$ cat src/rtl/conv_pkg.sv
// Shared types, defaults and parity helper for the rate-1/2 convolutional frame sequencer.
package conv_pkg;

    localparam int unsigned CONSTR_LEN_DEF = 3;
    localparam logic [2:0]  G0_DEF         = 3'b111;
    localparam logic [2:0]  G1_DEF         = 3'b101;
    localparam int unsigned CONV_MAX_K     = 16;

    typedef enum logic [1:0] {
        IDLE = 2'd0,
        DATA = 2'd1,
        TAIL = 2'd2
    } conv_state_e;

    typedef struct packed {
        logic y0;
        logic y1;
    } conv_pair_t;

    function automatic logic conv_parity(input logic [CONV_MAX_K-1:0] vec,
                                         input logic [CONV_MAX_K-1:0] gen);
        return ^(vec & gen);
    endfunction

endpackage

$ cat src/rtl/conv_enc_core.sv
// Convolutional encoder core: K-1 bit shift memory and registered coded pair per shift.
module conv_enc_core
    import conv_pkg::*;
#(
    parameter int unsigned           CONSTR_LEN = CONSTR_LEN_DEF,
    parameter logic [CONSTR_LEN-1:0] G0         = CONSTR_LEN'(G0_DEF),
    parameter logic [CONSTR_LEN-1:0] G1         = CONSTR_LEN'(G1_DEF)
) (
    input  logic       clk,
    input  logic       rst,
    input  logic       shift_i,
    input  logic       bit_i,
    input  logic       clr_i,
    output conv_pair_t pair_o
);

    localparam int unsigned MW = CONSTR_LEN - 1;

    logic [MW-1:0]         mem_q, mem_d;
    conv_pair_t            pair_q, pair_d;
    logic [CONSTR_LEN-1:0] vec_c;

    // Newest bit sits at the top of the vector; memory drops its oldest bit on a shift.
    always_comb begin
        vec_c  = {bit_i, mem_q};
        mem_d  = mem_q;
        pair_d = pair_q;
        if (shift_i) begin
            pair_d.y0 = conv_parity(CONV_MAX_K'(vec_c), CONV_MAX_K'(G0));
            pair_d.y1 = conv_parity(CONV_MAX_K'(vec_c), CONV_MAX_K'(G1));
            mem_d     = vec_c[CONSTR_LEN-1:1];
        end
        if (clr_i) begin
            mem_d = '0;
        end
    end

    always_ff @(posedge clk) begin
        if (rst) begin
            mem_q  <= '0;
            pair_q <= '0;
        end else begin
            mem_q  <= mem_d;
            pair_q <= pair_d;
        end
    end

    assign pair_o = pair_q;

endmodule

$ cat src/rtl/conv_frame_ctrl.sv
// Frame sequencer: paces the encoder at one info bit per two clocks, appends tail bits, serializes pairs.
// Define CONV_FRAME_CNT_EN to add the 16-bit completed-frame counter output frame_cnt.
module conv_frame_ctrl
    import conv_pkg::*;
#(
    parameter int unsigned           FRAME_LEN  = 16,
    parameter int unsigned           CONSTR_LEN = CONSTR_LEN_DEF,
    parameter logic [CONSTR_LEN-1:0] G0         = CONSTR_LEN'(G0_DEF),
    parameter logic [CONSTR_LEN-1:0] G1         = CONSTR_LEN'(G1_DEF)
) (
    input  logic        clk,
    input  logic        rst,
    input  logic        in_valid,
    input  logic        in_bit,
    output logic        in_ready,
    output logic        out_valid,
    output logic        out_bit,
    output logic        out_sof,
    output logic        out_eof,
    output logic        busy
`ifdef CONV_FRAME_CNT_EN
   ,output logic [15:0] frame_cnt
`endif
);

    localparam int unsigned BW = $clog2(FRAME_LEN + 1);
    localparam int unsigned TW = $clog2(CONSTR_LEN);

    conv_state_e   state_q, state_d;
    logic          phase_q, phase_d;
    logic [BW-1:0] bit_cnt_q, bit_cnt_d;
    logic [TW-1:0] tail_cnt_q, tail_cnt_d;
    logic          in_ready_q, in_ready_d;
    logic          out_valid_q, out_valid_d;
    logic          out_sof_q, out_sof_d;
    logic          out_eof_q, out_eof_d;
    logic          eof_pend_q, eof_pend_d;
    logic          busy_q, busy_d;

    logic          accept_c;
    logic          inject_c;
    logic          shift_c;
    logic          enc_bit_c;
    logic          last_inj_c;
    conv_pair_t    pair;

    conv_enc_core #(
        .CONSTR_LEN (CONSTR_LEN),
        .G0         (G0),
        .G1         (G1)
    ) u_enc (
        .clk     (clk),
        .rst     (rst),
        .shift_i (shift_c),
        .bit_i   (enc_bit_c),
        .clr_i   (last_inj_c),
        .pair_o  (pair)
    );

    // Next state, counters and registered output flags.
    always_comb begin
        state_d    = state_q;
        bit_cnt_d  = bit_cnt_q;
        tail_cnt_d = tail_cnt_q;
        last_inj_c = 1'b0;

        accept_c   = in_valid & in_ready_q;
        inject_c   = (state_q == TAIL) & ~phase_q;
        shift_c    = accept_c | inject_c;
        enc_bit_c  = accept_c & in_bit;

        case (state_q)
            IDLE: begin
                if (accept_c) begin
                    bit_cnt_d = BW'(1);
                    state_d   = (FRAME_LEN == 1) ? TAIL : DATA;
                end
            end
            DATA: begin
                if (accept_c) begin
                    if (bit_cnt_q == BW'(FRAME_LEN - 1)) begin
                        state_d = TAIL;
                    end
                    bit_cnt_d = bit_cnt_q + 1'b1;
                end
            end
            TAIL: begin
                if (inject_c) begin
                    if (tail_cnt_q == TW'(CONSTR_LEN - 2)) begin
                        state_d    = IDLE;
                        tail_cnt_d = '0;
                        bit_cnt_d  = '0;
                        last_inj_c = 1'b1;
                    end else begin
                        tail_cnt_d = tail_cnt_q + 1'b1;
                    end
                end
            end
            default: begin
                state_d = IDLE;
            end
        endcase

        // Phase=1 marks the y0 cycle; a shift can only happen with phase=0.
        phase_d     = shift_c;
        out_valid_d = shift_c | phase_q;
        out_sof_d   = accept_c & (state_q == IDLE);
        eof_pend_d  = last_inj_c;
        out_eof_d   = eof_pend_q;
        in_ready_d  = ((state_d == IDLE) | (state_d == DATA)) & ~phase_d;
        busy_d      = (state_d != IDLE) | out_valid_d;
    end

    always_ff @(posedge clk) begin
        if (rst) begin
            state_q     <= IDLE;
            phase_q     <= 1'b0;
            bit_cnt_q   <= '0;
            tail_cnt_q  <= '0;
            in_ready_q  <= 1'b1;
            out_valid_q <= 1'b0;
            out_sof_q   <= 1'b0;
            out_eof_q   <= 1'b0;
            eof_pend_q  <= 1'b0;
            busy_q      <= 1'b0;
        end else begin
            state_q     <= state_d;
            phase_q     <= phase_d;
            bit_cnt_q   <= bit_cnt_d;
            tail_cnt_q  <= tail_cnt_d;
            in_ready_q  <= in_ready_d;
            out_valid_q <= out_valid_d;
            out_sof_q   <= out_sof_d;
            out_eof_q   <= out_eof_d;
            eof_pend_q  <= eof_pend_d;
            busy_q      <= busy_d;
        end
    end

`ifdef CONV_FRAME_CNT_EN
    logic [15:0] frame_cnt_q, frame_cnt_d;

    // Counts a frame on the edge that ends its out_eof cycle; wraps naturally.
    always_comb begin
        frame_cnt_d = frame_cnt_q;
        if (out_eof_q) begin
            frame_cnt_d = frame_cnt_q + 16'd1;
        end
    end

    always_ff @(posedge clk) begin
        if (rst) begin
            frame_cnt_q <= '0;
        end else begin
            frame_cnt_q <= frame_cnt_d;
        end
    end

    assign frame_cnt = frame_cnt_q;
`endif

    // y0 is presented while phase=1, y1 on the following cycle.
    assign out_bit   = out_valid_q & (phase_q ? pair.y0 : pair.y1);
    assign in_ready  = in_ready_q;
    assign out_valid = out_valid_q;
    assign out_sof   = out_sof_q;
    assign out_eof   = out_eof_q;
    assign busy      = busy_q;

endmodule
$ cat config.mk
export PLATFORM = sky130hd
export DESIGN_NAME = conv_frame_ctrl
export DESIGN_NICKNAME = d
export VERILOG_FILES = /design/src/rtl/conv_pkg.sv /design/src/rtl/conv_enc_core.sv /design/src/rtl/conv_frame_ctrl.sv
export SDC_FILE = /design/constraint.sdc
export NUM_CORES = 1
export LEC_CHECK = 0
export ABC_AREA = 1
export ABC_CLOCK_PERIOD_IN_PS = 1610
export CAP_MARGIN = 30
export CORE_MARGIN = 10
export CORE_UTILIZATION = 46
export CTS_CLUSTER_SIZE = 28
export DETAILED_ROUTE_END_ITERATION = 10
export MAX_ROUTING_LAYER = met4
export PLACE_DENSITY_LB_ADDON = 0.12
export REMOVE_ABC_BUFFERS = 1
export SETUP_SLACK_MARGIN = 0.2
export SYNTH_ARGS = -nofsm -noshare
export SYNTH_HDL_FRONTEND = slang
export SYNTH_SLANG_ARGS = --single-unit
export TNS_END_PERCENT = 100
$ cat constraint.sdc
create_clock -name clk -period 1.61 [get_ports clk]
set_input_delay 0.483 -clock clk [delete_from_list [all_inputs] [get_ports clk]]
set_output_delay 0.483 -clock clk [all_outputs]
set_load 0.03 [all_outputs]
== After elaboration in Yosys (flattened, before gate mapping) ==
Index checks and enable logic that the tools add are counted.

* Bitwise logic cells: 12
* Equality and inequality tests: 9
* Reductions and logical operators: 9
* Mux-type cells: 16
* Add/subtract/negate cells: 2

{| class="wikitable"
|+ Operators by type and width
! kind !! count
|-
| 16-bit XOR reduction || 2
|-
| 5-bit two-way mux || 4
|-
| 5-bit case mux with 3 select lines || 1
|-
| 2-bit two-way mux || 6
|-
| 1-bit bitwise AND || 6
|-
| 2-bit by 1-bit == test with 1-bit output, second input constant || 3
|-
| 2-bit != test, second input constant || 3
|-
| 2-bit case mux with 3 select lines || 1
|-
| 5-bit by 1-bit adder with 5-bit output, second input constant || 1
|-
| 5-bit by 4-bit == test with 1-bit output, second input constant || 1
|-
| 5-bit AND reduction || 1
|-
| 2-bit logical NOT || 2
|-
| 1-bit two-way mux || 4
|-
| 1-bit OR || 4
|-
| 3-bit nonzero test || 1
|-
| 2-bit by 1-bit adder with 2-bit output, second input constant || 1
|-
| 2-bit == test, second input constant || 1
|-
| 2-bit by 1-bit != test with 1-bit output, second input constant || 1
|-
| 1-bit NOT || 2
|-
| 2-bit AND reduction || 1
|-
| 2-bit nonzero test || 1
|-
| 2-bit OR reduction || 1
|}

* Word-level logic and storage cells: 61
* Flip-flop bits (word level): 20
* Input port bits: 4

== Depth between registers and ports, before layout ==
* Word-level depth: 7
* Gate-level depth with buffers: 9
* Depth with buffers taken out: 9

== Hierarchy ==
A second synthesis with hierarchy kept.

* Cells, all modules: 136
* Area, all modules: 975.9 µm²

{| class="wikitable"
|+ Modules (own cells, without submodules)
! module !! cells an instance !! seq. area each (µm²) !! times used !! area each (µm²)
|-
| conv_frame_ctrl || 109 || 320.3 || 1 || 792.0
|-
| conv_enc_core || 27 || 80.1 || 1 || 183.9
|}

== Worst setup path after synthesis ==
OpenSTA, ideal clock, no wires.

* Path type: reg-to-output
* From: register out_valid_q (netlist: out_valid)
* To: output port out_bit
* Arrival time: 1.034 ns
* Stages on the path, launching flop included: 3
* Data required time: 1.127 ns
* Path slack: 0.093 ns
* Path buffers: 0
* Cell sequence: dfxtp_1 o21ai_0 nor2_1

* Word-level cells in the longest chain between the ends: 1

{| class="wikitable"
|+ RTL lines
! element !! line !! RTL
|-
| from (decl) || conv_frame_ctrl.sv:34 || <nowiki>logic out_valid_q, out_valid_d;</nowiki>
|-
| from (signal assigned) || conv_frame_ctrl.sv:132 || <nowiki>out_valid_q <= out_valid_d;</nowiki>
|-
| 1-bit bitwise AND || conv_frame_ctrl.sv:163 || <nowiki>assign out_bit = out_valid_q & (phase_q ? pair.y0 : pair.y1);</nowiki>
|-
| to (decl) || conv_frame_ctrl.sv:17 || <nowiki>output logic out_bit,</nowiki>
|}

No other way between the ends.

== Final worst setup path ==
* From: register u_enc.pair_q, in the netlist u_enc.pair_o[0]
* To: output port out_bit

* Word-level cells in the longest chain between the ends: 2

{| class="wikitable"
|+ RTL lines
! element !! line !! RTL
|-
| from (decl) || conv_enc_core.sv:20 || <nowiki>conv_pair_t pair_q, pair_d;</nowiki>
|-
| from (signal assigned) || conv_enc_core.sv:44 || <nowiki>pair_q <= pair_d;</nowiki>
|-
| 1-bit two-way mux || conv_frame_ctrl.sv:163 ||
|-
| 1-bit bitwise AND || conv_frame_ctrl.sv:163 ||
|}

No other way between the ends.

==> flow_summary.toml <==
[grt]
grt_pass1_wl_um = 3570
antenna_found_initial = 0
grt_pass1_vias = 855
overflow = 0
grt_usage_pct = 10.5
grt_max_degree = 13

[finish]
n_antenna_cell = 0
n_fill_cell = 169
nNetsFinal = 170
layout-drive-gt1-share_pct = 33.3
area_delta_synth_final_pct = 32.0

[yosys]
seq_area_frac_synth_pct = 41.0
synth_top_family_by_area = "simple AND/OR/NAND/NOR gates"
synth_edf_count = 0
syn_inst = 137
async_flop_share_pct = 0
netlist_area_um2 = 977
synth-simple-area-share_pct = 31.1
yosys-top-cells-area = "dfxtp_1, nand2_1, inv_1, ha_1, nor2_1"
synth-compound-area-share_pct = 8.58
ys_ff_latch = 20
synth_xor_area_share_pct = 0.896
synth_fa_ha_area_share_pct = 7.68
ys_types = 17
yosysTopAreaCell = "dfxtp_1"
synth.mux.area_fraction_pct = 0
avgSynthCellArea_um2 = 7.13
synth_commonest_cells = "nand2_1, inv_1, dfxtp_1"
synth_warnings = 0
synth_most_common_cell = "nand2_1"
yosys_most_used_dff = "dfxtp_1"
synthDominantCellAreaShare_pct = 41.0

[place]
place_congestion = 0.831
hpwl_um = 1530
portBuffers = 9

[timing]
finalCritPeriodShare_pct = 91.8
skew_ns = 0.00743
timing.fmax_ghz = 0.677
relSlewSlack_pct = 81.0
setup_viol = 0
maxSlewViolCount = 0
hold_viol_final = 0
worst_pin_slew_ns = 0.284
hold_ws_ns = 0.411
period_needed_ns = 1.48
rsz0062_at_grt = "true"

[power]
power_w = 0.00119
p_per_area_nw_per_um2 = 922
ir_drop_mv = 0.655
p_leak_nw = 0.603

[floorplan]
fp-row-count = 16
die_h_um = 66.1
die_area_um2 = 4370
ios = 10
core-area_um2 = 1980
die_width_um = 66.1
floorplan.initialDensity_pct = 49.3

[hold_path]
hp-class = "reg2reg"

[worst_setup_path]
slowest_delay_ns = 0.34
ff2ff_setup_slack_ns = 0.25
end_kind = "output pin"
worstSetupPathType = "reg2out"
crit_fanout = 2
cp_top_family = "flip-flops"
critPathArrivalTime_ns = 0.99
critPathBufInv = 1
cp_cell_sequence = "o21ai_1 > nor2_1 > buf_4"
slowest_stage = "dfxtp_2"
crit_path_start_kind = "flop"
required_ns = 1.13

[clock_network]
path_clk_slew_ns = 0.12
clkLatencyLatePin_ns = 0.31
cts_tree = "done"
root_buffer = "clkbuf_4"
ctsHtreeMaxLevel = 1
cts.sinks = 20
numCtsBuffers = 3
clock_path_buffers = 2

[detailed_routing]
wl_met3_um = 86
routed.top_layer = "met4"
via_per_inst = 4.81
wl_per_cell_um = 11.5
route.vias.total = 894
met1_length_um = 987
ant_nets = 0
routed_wl_um = 2140
dr.pass1.iters = 6
wl_met2_um = 1040
drt_iter0_markers = 40
drc = 0

[outcome]
status = "finished, final reports clean"

[flow_run]
maxCapViolCount = 0
## worst register-to-register path, delay by kind of cell, from the launching register on
| kind | cells | cell delay [ns] |
|---|---|---|
| flip-flops | 1 | 0.39 |
| AND/OR/NAND/NOR | 5 | 0.37 |
| adder cells (fa/ha/maj) | 2 | 0.32 |
| AO/OA/AOI/OAI | 1 | 0.14 |
| buffers and inverters | 1 | 0.06 |
## registers in the layout, indices dropped and copies added (netlist names)
| name | count |
|---|---|
| eof_pend_q | 1 |
| state_q | 2 |
| phase_q | 1 |
| u_enc.mem_q | 2 |
| bit_cnt_q | 5 |
| u_enc.pair_o | 2 |
| busy | 1 |
| tail_cnt_q | 2 |
| out_eof | 1 |
| out_sof | 1 |
| out_valid | 1 |
| in_ready | 1 |
## metrics by stage
stage / cells / instance area [um2] / setup TNS [ns] / worst slack, ns / utilization, %
floorplan: 137 / 977 / 0 / 0.0928 / -
global placement: 176 / 1120 / -0.347 / -0.0882 / 56.6
detailed placement: 176 / 1120 / -0.700 / -0.122 / 56.6
CTS: 181 / 1170 / 0 / 0.115 / 59.1
global route: 186 / 1290 / 0 / 0.0757 / 65.1
finish: 186 / 1290 / 0 / 0.133 / 65.1
## power by group
part | internal (W) | switching (W)
sequential | 0.000525 | 0.0000186
combinational | 0.0000970 | 0.000132
clock | 0.000252 | 0.000165
total | 0.000873 | 0.000316
## layer usage
metal | track usage (%) | vias up
met5 | - | -
met1 | 11.3 | 407
met2 | 17.2 | 14
li1 | - | 469
met3 | 3.05 | 4
met4 | 5.24 | 0
## cell usage in the layout, fill, tap and decap left out, drive strengths merged
cell,n
a211oi,1
a21oi,8
buf,15
bufinv,1
clkbuf,3
clkdlybuf4s50,3
dfxtp,20
ha,6
inv,28
nand2,35
nand3,8
nand3b,1
nand4,6
nor2,18
o21ai,5
xor2,1
## worst paths after layout
check / endpoint / from / depth (start not counted)
setup / recovery: out_bit / u_enc.pair_o[0] / 3
setup reg to reg: in_ready / bit_cnt_q[1] / 9
hold reg to reg: out_eof / eof_pend_q / 2
hold / removal: out_eof / eof_pend_q / 2
## logic make-up after synthesis
group                      Yosys count
adders and majority gates            6
buffers and inverters               28
and+or+nand+nor                     68
AOI/OAI and AO/OA                   14
DFF                                 20
xor gates and xnor gates             1
## cell type report
class | instances | area, um2 | share of cell area [%]
clock inverters | 1 | 30.0 | 2.33
well taps | 27 | 33.8 | 2.62
flip-flops and latches | 20 | 417 | 32.3
inverters | 28 | 108 | 8.34
repair buffers | 18 | 130 | 10.1
clock buffers | 3 | 22.5 | 1.75
multi-input cells | 89 | 549 | 42.6
## what timing repair did
action / CTS / global route
hold buffers: 0 / 0
setup endpoints to repair: 14 / 16
setup buffers: 1 / 5
pin swaps: 2 / 9
gates resized for setup: 31 / 29
No activity file was read; power rests on OpenSTA's default activity.
